`config.mk`:
```
export PLATFORM = sky130hd
export DESIGN_NAME = sorted_ram_writer
export DESIGN_NICKNAME = d
export VERILOG_FILES = /design/src/rtl/sorted_ram_writer_pkg.sv /design/src/rtl/sorted_ram_writer_dp.sv /design/src/rtl/sorted_ram_writer.sv
export SDC_FILE = /design/constraint.sdc
export NUM_CORES = 1
export LEC_CHECK = 0
export ABC_AREA = 0
export CAP_MARGIN = 15
export CORE_MARGIN = 1
export CORE_UTILIZATION = 46
export CTS_CLUSTER_DIAMETER = 60
export DETAILED_ROUTE_END_ITERATION = 7
export PLACE_DENSITY = 0.81
export SLEW_MARGIN = 0
export SYNTH_ARGS = -nofsm -noshare
export SYNTH_HDL_FRONTEND = slang
export SYNTH_SLANG_ARGS = --single-unit
```
`constraint.sdc`:
```
create_clock -name clk -period 1.7 [get_ports clk]
set_input_delay 0.34 -clock clk [delete_from_list [all_inputs] [get_ports clk]]
set_output_delay 0.34 -clock clk [all_outputs]
set_load 0.03 [all_outputs]
```
`src/rtl/sorted_ram_writer_pkg.sv`:
```
// Shared sizing and FSM state encoding for the sorted RAM insertion block.
package sorted_ram_writer_pkg;

    localparam int unsigned DATA_W = 8;
    localparam int unsigned ADDR_W = 5;
    localparam int unsigned DEPTH  = 32;
    localparam int unsigned CNT_W  = ADDR_W + 1;

    typedef enum logic [2:0] {
        IDLE,
        CHECK,
        WAIT1,
        WAIT2,
        SHIFT,
        PLACE,
        DONE
    } state_e;

endpackage

```
`src/rtl/sorted_ram_writer_dp.sv`:
```
// Datapath for sorted_ram_writer: value/temp/slot/count/overflow registers and shift comparator.
// SORTED_RAM_WRITER_DESC_EN selects a descending table.
module sorted_ram_writer_dp
    import sorted_ram_writer_pkg::*;
(
    input  logic              clk,
    input  logic              reset,
    input  logic              accept_i,
    input  logic              reject_i,
    input  logic              clear_i,
    input  logic              load_t_i,
    input  logic              dec_idx_i,
    input  logic              inc_cnt_i,
    input  logic [DATA_W-1:0] data_i,
    input  logic [DATA_W-1:0] rdata_i,
    output logic [DATA_W-1:0] v_o,
    output logic [DATA_W-1:0] t_o,
    output logic [ADDR_W-1:0] slot_addr_o,
    output logic [ADDR_W-1:0] prev_addr_o,
    output logic              idx_zero_o,
    output logic              full_o,
    output logic              shift_o,
    output logic [CNT_W-1:0]  count_o,
    output logic              overflow_o
);

    logic [DATA_W-1:0] v_q, v_d;
    logic [DATA_W-1:0] t_q, t_d;
    logic [CNT_W-1:0]  idx_q, idx_d;
    logic [CNT_W-1:0]  cnt_q, cnt_d;
    logic              ovf_q, ovf_d;
    logic [CNT_W-1:0]  idx_dec;

    assign idx_dec    = idx_q - CNT_W'(1);
    assign idx_zero_o = (idx_q == '0);
    assign full_o     = (cnt_q == CNT_W'(DEPTH));
    // Slot indices reaching the RAM are always < DEPTH, so the top bit drops out.
    assign slot_addr_o = idx_q[ADDR_W-1:0];
    assign prev_addr_o = idx_dec[ADDR_W-1:0];

`ifdef SORTED_RAM_WRITER_DESC_EN
    assign shift_o = (rdata_i < v_q);
`else
    assign shift_o = (rdata_i > v_q);
`endif

    always_comb begin
        v_d   = v_q;
        t_d   = t_q;
        idx_d = idx_q;
        cnt_d = cnt_q;
        ovf_d = ovf_q;
        if (accept_i) begin
            v_d   = data_i;
            idx_d = cnt_q;
            ovf_d = 1'b0;
        end
        if (reject_i)                  ovf_d = 1'b1;
        if (clear_i)                   cnt_d = '0;
        if (load_t_i)                  t_d   = rdata_i;
        if (dec_idx_i && !idx_zero_o)  idx_d = idx_dec;
        if (inc_cnt_i && !full_o)      cnt_d = cnt_q + CNT_W'(1);
    end

    always_ff @(posedge clk) begin
        if (reset) begin
            v_q   <= '0;
            t_q   <= '0;
            idx_q <= '0;
            cnt_q <= '0;
            ovf_q <= 1'b0;
        end else begin
            v_q   <= v_d;
            t_q   <= t_d;
            idx_q <= idx_d;
            cnt_q <= cnt_d;
            ovf_q <= ovf_d;
        end
    end

    assign v_o        = v_q;
    assign t_o        = t_q;
    assign count_o    = cnt_q;
    assign overflow_o = ovf_q;

endmodule

```
`src/rtl/sorted_ram_writer.sv`:
```
// Insertion-sort writer keeping RAM[0..count-1] ordered; FSM here, datapath in sorted_ram_writer_dp.
// Define SORTED_RAM_WRITER_DESC_EN for a descending table (default ascending).
module sorted_ram_writer
    import sorted_ram_writer_pkg::*;
(
    input  logic              clk,
    input  logic              reset,
    input  logic              start,
    input  logic              clear,
    input  logic [DATA_W-1:0] data_in,
    input  logic [DATA_W-1:0] ram_rdata,
    output logic [ADDR_W-1:0] ram_addr,
    output logic [DATA_W-1:0] ram_wdata,
    output logic              ram_we,
    output logic              done,
    output logic              overflow,
    output logic [CNT_W-1:0]  count
);

    state_e state_q, state_d;

    logic              accept, reject, clr_cnt, load_t, dec_idx, inc_cnt;
    logic [DATA_W-1:0] v, t;
    logic [ADDR_W-1:0] slot_addr, prev_addr;
    logic              idx_zero, full, shift;

    sorted_ram_writer_dp u_dp (
        .clk         (clk),
        .reset       (reset),
        .accept_i    (accept),
        .reject_i    (reject),
        .clear_i     (clr_cnt),
        .load_t_i    (load_t),
        .dec_idx_i   (dec_idx),
        .inc_cnt_i   (inc_cnt),
        .data_i      (data_in),
        .rdata_i     (ram_rdata),
        .v_o         (v),
        .t_o         (t),
        .slot_addr_o (slot_addr),
        .prev_addr_o (prev_addr),
        .idx_zero_o  (idx_zero),
        .full_o      (full),
        .shift_o     (shift),
        .count_o     (count),
        .overflow_o  (overflow)
    );

    always_ff @(posedge clk) begin
        if (reset) state_q <= IDLE;
        else       state_q <= state_d;
    end

    always_comb begin
        state_d   = state_q;
        ram_addr  = '0;
        ram_wdata = '0;
        ram_we    = 1'b0;
        done      = 1'b0;
        accept    = 1'b0;
        reject    = 1'b0;
        clr_cnt   = 1'b0;
        load_t    = 1'b0;
        dec_idx   = 1'b0;
        inc_cnt   = 1'b0;
        unique case (state_q)
            IDLE: begin
                if (start) begin
                    if (full) begin
                        reject  = 1'b1;
                        state_d = DONE;
                    end else begin
                        accept  = 1'b1;
                        state_d = CHECK;
                    end
                end else if (clear) begin
                    clr_cnt = 1'b1;
                end
            end
            CHECK: begin
                if (idx_zero) begin
                    state_d = PLACE;
                end else begin
                    ram_addr = prev_addr;
                    state_d  = WAIT1;
                end
            end
            WAIT1: begin
                ram_addr = prev_addr;
                state_d  = WAIT2;
            end
            // Read data for prev_addr lands here; equal entries stay put for stability.
            WAIT2: begin
                ram_addr = prev_addr;
                if (shift) begin
                    load_t  = 1'b1;
                    state_d = SHIFT;
                end else begin
                    state_d = PLACE;
                end
            end
            SHIFT: begin
                ram_we    = 1'b1;
                ram_addr  = slot_addr;
                ram_wdata = t;
                dec_idx   = 1'b1;
                state_d   = CHECK;
            end
            PLACE: begin
                ram_we    = 1'b1;
                ram_addr  = slot_addr;
                ram_wdata = v;
                inc_cnt   = 1'b1;
                state_d   = DONE;
            end
            DONE: begin
                done = 1'b1;
                if (!start) state_d = IDLE;
            end
            default: state_d = IDLE;
        endcase
    end

endmodule

```
# Word-level counts from Yosys, hierarchy flattened
# Index checks and enable logic that the tools add are counted.
totals:
  regBits: 32
  latch_bits: 0
  ram_bits: 0
  romBits: 0
  input_bits: 20
  wordCells: 60
  mem_count: 0
classes:
  n_addsub: 2
  n_mul: 0
  div: 0
  order_cmp: 1
  eq_ne: 9
  shift: 0
  n_mux: 30
  bitwise_logic: 0
  n_reduce_logical: 12
ops:
  columns: ["cell", "count"]
  rows:
  - ["6-bit 2-to-1 mux", 4]
  - ["3-bit case mux with 7 select lines", 1]
  - ["1-bit 2-to-1 mux", 18]
  - ["8-bit case mux with 2 select lines", 1]
  - ["5-bit case mux with 3 select lines", 1]
  - ["3-bit 2-to-1 mux", 4]
  - ["3-bit == test (second input constant)", 3]
  - ["8-bit greater-than comparator", 1]
  - ["6-bit by 1-bit adder with 6-bit output (second input constant)", 1]
  - ["3-bit by 2-bit == test with 1-bit output (second input constant)", 2]
  - ["6-bit == test (second input constant)", 1]
  - ["6-bit zero test", 1]
  - ["2-bit nonzero test", 3]
  - ["6-bit by 1-bit subtractor with 6-bit output (second input constant)", 1]
  - ["5-bit 2-to-1 mux", 1]
  - ["2-bit != test (second input constant)", 2]
  - ["2-bit OR reduction", 2]
  - ["3-bit by 1-bit == test with 1-bit output (second input constant)", 1]
  - ["3-bit zero test", 1]
  - ["1-bit logical AND", 2]
  - ["1-bit zero test", 2]
  - ["2-bit AND reduction", 1]

# Longest topological paths before layout
# Gate-level depths: netlist (run 1).
depth:
  ltp_word: 6
  depth_mapped: 7
  ltp_nobuf: 7

# Hierarchy
# Synthesis (run 1) repeated with hierarchy kept, for this count alone.
unflattened:
  cells_unflattened: 238
  hier_area_um2: 2077.0
by_module_without_submodules:
  columns: ["module", "instances", "cells_per_inst", "area_per_inst_um2"]
  rows:
  - ["sorted_ram_writer_dp", 1, 168, 1571.5]
  - ["sorted_ram_writer", 1, 70, 505.5]

# Least setup slack after synthesis (run 1)
# No wires, ideal clock.
synth_timing:
  kind: "reg2out"
  startpoint: "reg state_q[1]"
  endpoint: "out ram_wdata[0]"
  arrival_ps: 1857
  required_time_ps: 1360
  slack_ps: -497
  stages_incl_launch_ff: 6
  cell_sequence: "dfxtp_1 -> buf_2 -> inv_1 -> ha_1 -> nand3_1 -> nor2_1"
synth_between:
  elab_chain_cells: 2
  elab_cells_between_ends: 3
  classes_between: "2 x eq/ne; 1 x mux"
synth_lines:
  columns: ["element", "line", "text"]
  rows:
  - ["start: declaration", "sorted_ram_writer.sv:20", "state_e state_q, state_d;"]
  - ["start signal: assignment", "sorted_ram_writer.sv:51", "else state_q <= state_d;"]
  - ["3-bit == test", "sorted_ram_writer.sv:66", "unique case (state_q)"]
  - ["8-bit case mux with 2 select lines (*)", "sorted_ram_writer.sv:66", null]
  - ["end: declaration", "sorted_ram_writer.sv:13", "output logic [DATA_W-1:0] ram_wdata,"]
# Mark *: on every way between the ends. The rest lies on a longest branch, timed or not.

# Final worst setup path (run 1)
layout_timing:
  startpoint: "reg u_dp.idx_q[2]"
  endpoint: "out ram_addr[4]"
layout_between:
  elab_chain_cells: 3
  elab_cells_between_ends: 4
  classes_between: "1 x add/sub; 2 x mux; 1 x reduce/logical"
layout_lines:
  columns: ["element", "line", "text"]
  rows:
  - ["start: declaration", "sorted_ram_writer_dp.sv:29", "logic [CNT_W-1:0] idx_q, idx_d;"]
  - ["start signal: assignment", "sorted_ram_writer_dp.sv:75", "idx_q <= idx_d;"]
  - ["6-bit by 1-bit subtractor with 6-bit output / 6-bit zero test (equally long branches)", "sorted_ram_writer_dp.sv:34, sorted_ram_writer_dp.sv:35", null]
  - ["5-bit 2-to-1 mux", "sorted_ram_writer.sv:81", "if (idx_zero) begin"]
  - ["5-bit case mux with 3 select lines (*)", "sorted_ram_writer.sv:66", null]
  - ["end: declaration", "sorted_ram_writer.sv:12", "output logic [ADDR_W-1:0] ram_addr,"]
# Marked as above.

==> results.yml, run 1 <==
route:
  vias_per_cell: 5.63
  ant_nets: 0
  wl_per_cell_um: 17.3
  dr_total_vias: 2273
  wl_um: 6970
  drc: 0
  drt_iter0_drc: 96
  firstDrtPassIters: 4
synthesis:
  syn_area_um2: 2080
  avgSynthCellArea_um2: 8.16
  synthFlopType: "dfxtp_1"
  yosysUniqueCellTypes: 43
  synthCells: 255
  yosysWarnings: 0
  ys_seq_area_share_pct: 30.8
  synth_seq_cells: 32
  async_flop_share_pct: 0
  synth_edf_count: 0
  synth_nets: 290
finish:
  fin_area_um2: 3620
  fillers: 240
  synthToLayoutAreaGrowth_pct: 73.9
  final_common_cell: "buf_4"
  nets: 387
  final_cell_mix: "buf_4, nand2_1, a21oi_1"
  layout-drive-gt1-share_pct: 46.3
  utilization_pct: 83.1
  antenna_cells: 0
timing:
  rsz0062_at_grt: "yes"
  finalHoldViolations: 0
  fin_hold_ws_ns: 0.495
  period_share_pct: 112
  relSlewSlack_pct: 75.7
  fin_crit_ns: 1.90
  worst_slack_ns: -0.200
  tightest_slew_ns: 0.361
  skew_ns: 0.00993
  slew_violations: 0
  clock.fmax_mhz: 526
  finalSetupViolCount: 14
outcome:
  violations: "negative setup slack"
  status: "complete, but fails checks"
worst_hold_path:
  whs_path_depth: 3
  whs_endpoint: "u_dp.t_o[0]$_SDFFE_PP0P_"
  hold_class: "in -> reg"
  hold_path_startpoint: "ram_rdata[0]"
critical_path:
  criticalPathCategory: "reg -> out"
  cpLargestDelayFamily: "compound AO/OA/AOI/OAI gates"
  r2r_cells: 8
  cp.buffers_inverters: 1
  cp.required_ns: 1.36
  arrival_ns: 1.56
  cp_slowest_stage_delay_ns: 0.34
  crit_path_max_fanout: 5
  setup.worst_path.end_class: "output port"
  r2r-start: "u_dp.v_o[1]$_SDFFE_PP0P_"
  cp_slowest_cell: "dfxtp_2"
  r2r_end: "u_dp.t_o[4]$_SDFFE_PP0P_"
  start_kind: "flop"
  path_cells: "nor3_4, nand3_2, a21o_4, a22oi_2, nor2_4, buf_6"
  r2r_slack_ns: -0.08
clocking:
  clkTransAtPathRegs_ns: 0.07
  clkSinkCount: 32
  clockBufferDepth: 2
  cts_tree: "yes"
  numCtsBuffers: 5
  insertion_delay_ns: 0.28
  htreeDepth: 2
  cts_hold_buf: 0
  cts_root_buf: "clkbuf_8"
floorplanning:
  initial_core_util_pct: 47.8
  io_pins: 42
  die_w_um: 69.3
  dieArea_um2: 4800
  rows: 24
  core_um2: 4350
  fp.dieH_um: 69.3
power:
  leakagePower_uw: 0.00145
  power_density_nw_per_um2: 639
  vdd_drop_max_v: 0.000481
  total_power_uw: 2310
grt:
  grt_overflow_total: 0
  grt_pass1_vias: 2243
  antenna_found_initial: 0
  grt_use_total_pct: 27.0
  grt_pass1_wl_um: 10300
  grt_max_degree: 26
place:
  place_area_um2: 3070
  dp_hpwl_um: 4250
  port_buffers: 41
  gp_congestion: 0.784
  post-place-ws_ns: -0.565
run:
  maxCapViolCount: 0
-- worst max-delay path by stage --
stage / depth (start not counted) / from / endpoint
finish: 6 / u_dp.idx_q[2]$_SDFFE_PP0P_ / ram_addr[4]
global route: 6 / u_dp.idx_q[2]$_SDFFE_PP0P_ / ram_addr[3]
CTS: 6 / u_dp.idx_q[4]$_SDFFE_PP0P_ / ram_addr[4]
detailed placement: 8 / ram_rdata[1] / u_dp.t_o[0]$_SDFFE_PP0P_
global placement: 8 / ram_rdata[1] / u_dp.t_o[6]$_SDFFE_PP0P_
floorplan: 7 / u_dp.v_o[1]$_SDFFE_PP0P_ / u_dp.t_o[0]$_SDFFE_PP0P_
-- sequential cells by signal, summed over array words and instances, names as in the netlist --
name and count:
u_dp.t_o 8, u_dp.count_o 6, state_q 3, u_dp.overflow_o 1, u_dp.idx_q 6, u_dp.v_o 8
-- synthesized netlist by cell type, drive strengths merged (2+ instances only) --
cell    instances  share of area, %
a211oi          2              0.72
a21o            3               1.1
a21oi          28               6.9
a22oi           8               2.9
a31oi           2               1.3
and2            2              0.60
and3            2              0.60
buf             5               1.5
clkbuf          4              0.72
dfxtp          32                31
ha             15               9.0
inv            17               3.1
mux2i          18               8.7
nand2          33               5.9
nand2b         17               5.1
nand3           5               1.2
nand4           3              0.90
nor2           23               4.1
nor2b           5               1.5
nor3            8               2.5
nor3b           2               1.2
o21ai           3              0.72
xor2            2              0.84
-- stage by stage --
stage / setup TNS (ns) / instances
after floorplan: 0 / 255
after global placement: -5.62 / 386
after detailed placement: -6.28 / 386
after CTS: -2.14 / 398
after global routing: -2.34 / 404
final: -1.33 / 404
-- per-layer routing --
metal	up-vias	part of all wire (%)	GRT usage [%]
li1	1087	-	-
met1	1087	38	28.5
met2	78	55	52.8
met3	21	5.1	4.80
met4	0	2.3	9.52
met5	-	0	0
-- cell type report --
cell class | instances | area [µm²] | share of cell area (%)
clock buffers | 6 | 72.6 | 2.00
clock inverters | 1 | 5.00 | 0.138
inverters | 17 | 66.3 | 1.83
multi-input cells | 197 | 1780 | 49.2
flip-flops and latches | 32 | 666 | 18.4
well taps | 52 | 65.1 | 1.80
repair buffers | 99 | 965 | 26.7
-- timing repair --
item,CTS,global route
setup endpoints to repair,30,41
cloned,0,1
resized for setup,51,51
setup buffers,5,6
pin swaps,22,22
endpoints found under the hold margin,0,0
-- worst reg2reg max path, delay by kind of cell, from the launching register on --
kind	cells	cell delay (ns)
AOI/OAI and AO/OA	3	0.56
buffers and inverters	2	0.22
DFF	1	0.35
adders and majority gates	1	0.24
muxes	1	0.22
and+or+nand+nor	1	0.12
-- cells by family (layout without fill, tap and decap cells) --
| group | Yosys count | after routing | share of synthesized area, % |
|---|---|---|---|
| AND/OR/NAND/NOR | 107 | 107 | 27.2 |
| multiplexers | 18 | 18 | 8.65 |
| buffers and inverters | 26 | 123 | 5.29 |
| adder cells (fa/ha/maj) | 15 | 15 | 9.01 |
| flip-flops | 32 | 32 | 30.8 |
| AO/OA/AOI/OAI | 54 | 54 | 17.8 |
| XOR/XNOR | 3 | 3 | 1.26 |
-- report_power, final --
part           internal, µW  switching (µW)
sequential              786            40.4
combinational           483             453
clock                   278             271
total                  1550             764
Power figures use the tool's default switching activity.
==> run 2: changes to the inputs <==
--- a/config.mk
+++ b/config.mk
@@ -11,6 +11,7 @@
 export CORE_UTILIZATION = 46
 export CTS_CLUSTER_DIAMETER = 60
 export DETAILED_ROUTE_END_ITERATION = 7
+export MAX_ROUTING_LAYER = met4
 export PLACE_DENSITY = 0.81
 export SLEW_MARGIN = 0
 export SYNTH_ARGS = -nofsm -noshare
==> results.yml, run 2 (synthesized netlist as in run 1, its figures left out) <==
floorplanning:
  initial_core_util_pct: 47.8
  io_pins: 42
  dieArea_um2: 4800
  die_w_um: 69.3
  core_um2: 4350
  fp.dieH_um: 69.3
  rows: 24
route:
  vias_per_cell: 5.55
  wl_um: 6980
  wl_per_cell_um: 17.3
  dr_total_vias: 2244
  drc: 0
  ant_nets: 0
  drt_iter0_drc: 82
  firstDrtPassIters: 4
timing:
  clock.fmax_mhz: 527
  rsz0062_at_grt: "yes"
  relSlewSlack_pct: 75.7
  slew_violations: 0
  period_share_pct: 112
  finalSetupViolCount: 14
  fin_hold_ws_ns: 0.494
  finalSetupTns_ns: -1.35
  fin_crit_ns: 1.90
  worst_slack_ns: -0.199
  skew_ns: 0.0107
  finalHoldViolations: 0
  tightest_slew_ns: 0.362
finish:
  fillers: 240
  antenna_cells: 0
  final_cell_mix: "buf_4, nand2_1, a21oi_1"
  multiInputGateArea_um2: 1780
  layout-drive-gt1-share_pct: 46.3
  synthToLayoutAreaGrowth_pct: 73.9
  seq_area_um2: 666
  final_common_cell: "buf_4"
  nets: 387
  layout.cells.non_filler: 404
grt:
  grt_pass1_vias: 2241
  grt_pass1_wl_um: 10300
  antenna_found_initial: 0
  grt_max_degree: 26
  grt_overflow_total: 0
  grt_use_total_pct: 27.8
critical_path:
  crit_path_start: "u_dp.idx_q[2]$_SDFFE_PP0P_"
  r2r_cells: 8
  r2r_slack_ns: -0.08
  criticalPathCategory: "reg -> out"
  start_kind: "flop"
  arrival_ns: 1.56
  r2r_end: "u_dp.t_o[4]$_SDFFE_PP0P_"
  setup.worst_path.end_class: "output port"
  cp.required_ns: 1.36
  crit_path_max_fanout: 5
  r2r-start: "u_dp.v_o[1]$_SDFFE_PP0P_"
place:
  port_buffers: 41
  dpl.cell_count: 386
  gp_congestion: 0.795
  post-place-ws_ns: -0.565
  dp_hpwl_um: 4250
clocking:
  cts_tree: "yes"
  cts_hold_buf: 0
  cts_root_buf: "clkbuf_8"
  clockBufferDepth: 2
  clkTransAtPathRegs_ns: 0.07
  htreeDepth: 2
  clkSinkCount: 32
  insertion_delay_ns: 0.28
  numCtsBuffers: 5
power:
  vdd_drop_max_v: 0.000479
  total_power_uw: 2310
  power_density_nw_per_um2: 639
  leakagePower_uw: 0.00145
worst_hold_path:
  hold_class: "in -> reg"
  whs_endpoint: "u_dp.t_o[0]$_SDFFE_PP0P_"
  whs_path_depth: 3
  hold_path_startpoint: "ram_rdata[0]"
run:
  maxCapViolCount: 0
outcome:
  status: "complete, but fails checks"
  violations: "negative setup slack"
[run 2: cell counts in the layout (fill, tap and decap cells not counted)]
Identical to the previous run, type by type.
[run 2: area by class of cell]
class	instances	share of cell area, %
Tap cell	52	1.80
Sequential cell	32	18.4
Timing Repair Buffer	99	26.7
Inverter	17	1.83
Clock buffer	6	2.00
Clock inverter	1	0.138
Multi-Input combinational cell	197	49.2
[run 2: routing by layer]
layer,share of wire [%],routed length (µm),up-vias,GRT usage (%)
li1,-,-,1084,-
met1,38,2670,1072,28.8
met2,55,3850,66,52.6
met3,4.2,291,22,4.51
met4,2.4,170,0,9.52
met5,0,0,-,-
[run 2: worst max-delay path by stage]
stage / to / cells after the start
after floorplan: u_dp.t_o[0]$_SDFFE_PP0P_ / 7
after global placement: u_dp.t_o[6]$_SDFFE_PP0P_ / 8
after detailed placement: u_dp.t_o[0]$_SDFFE_PP0P_ / 8
after CTS: ram_addr[4] / 6
after global routing: ram_addr[3] / 6
final: ram_addr[4] / 6
[run 2: worst max-delay path: stages, from the launching register on]
cell and delay [ns]:
dfxtp_2 0.33, nor3_4 0.23, nand3_2 0.11, a21o_4 0.24
a22oi_2 0.18, nor2_4 0.04, buf_6 0.13
[run 2: where the power goes]
group | switching (µW) | internal (µW)
clock | 274 | 278
combinational | 452 | 484
sequential | 40.4 | 786
total | 766 | 1550
[run 2: stage by stage]
| stage | area, µm² | utilization [%] |
|---|---|---|
| 2_1_floorplan | 2260 | - |
| 3_3_place_gp | 3070 | 70.5 |
| 3_5_place_dp | 3070 | 70.5 |
| 4_1_cts | 3310 | 76.1 |
| 5_1_grt | 3620 | 83.1 |
| 6_report | 3620 | 83.1 |
[run 2: repair_timing]
| item | 4_1_cts | 5_1_grt |
|---|---|---|
| resized for setup | 51 | 51 |
| gates cloned | 0 | 1 |
| buffers inserted | 5 | 6 |
| endpoints found under the setup margin | 30 | 41 |
| pin swaps | 22 | 22 |
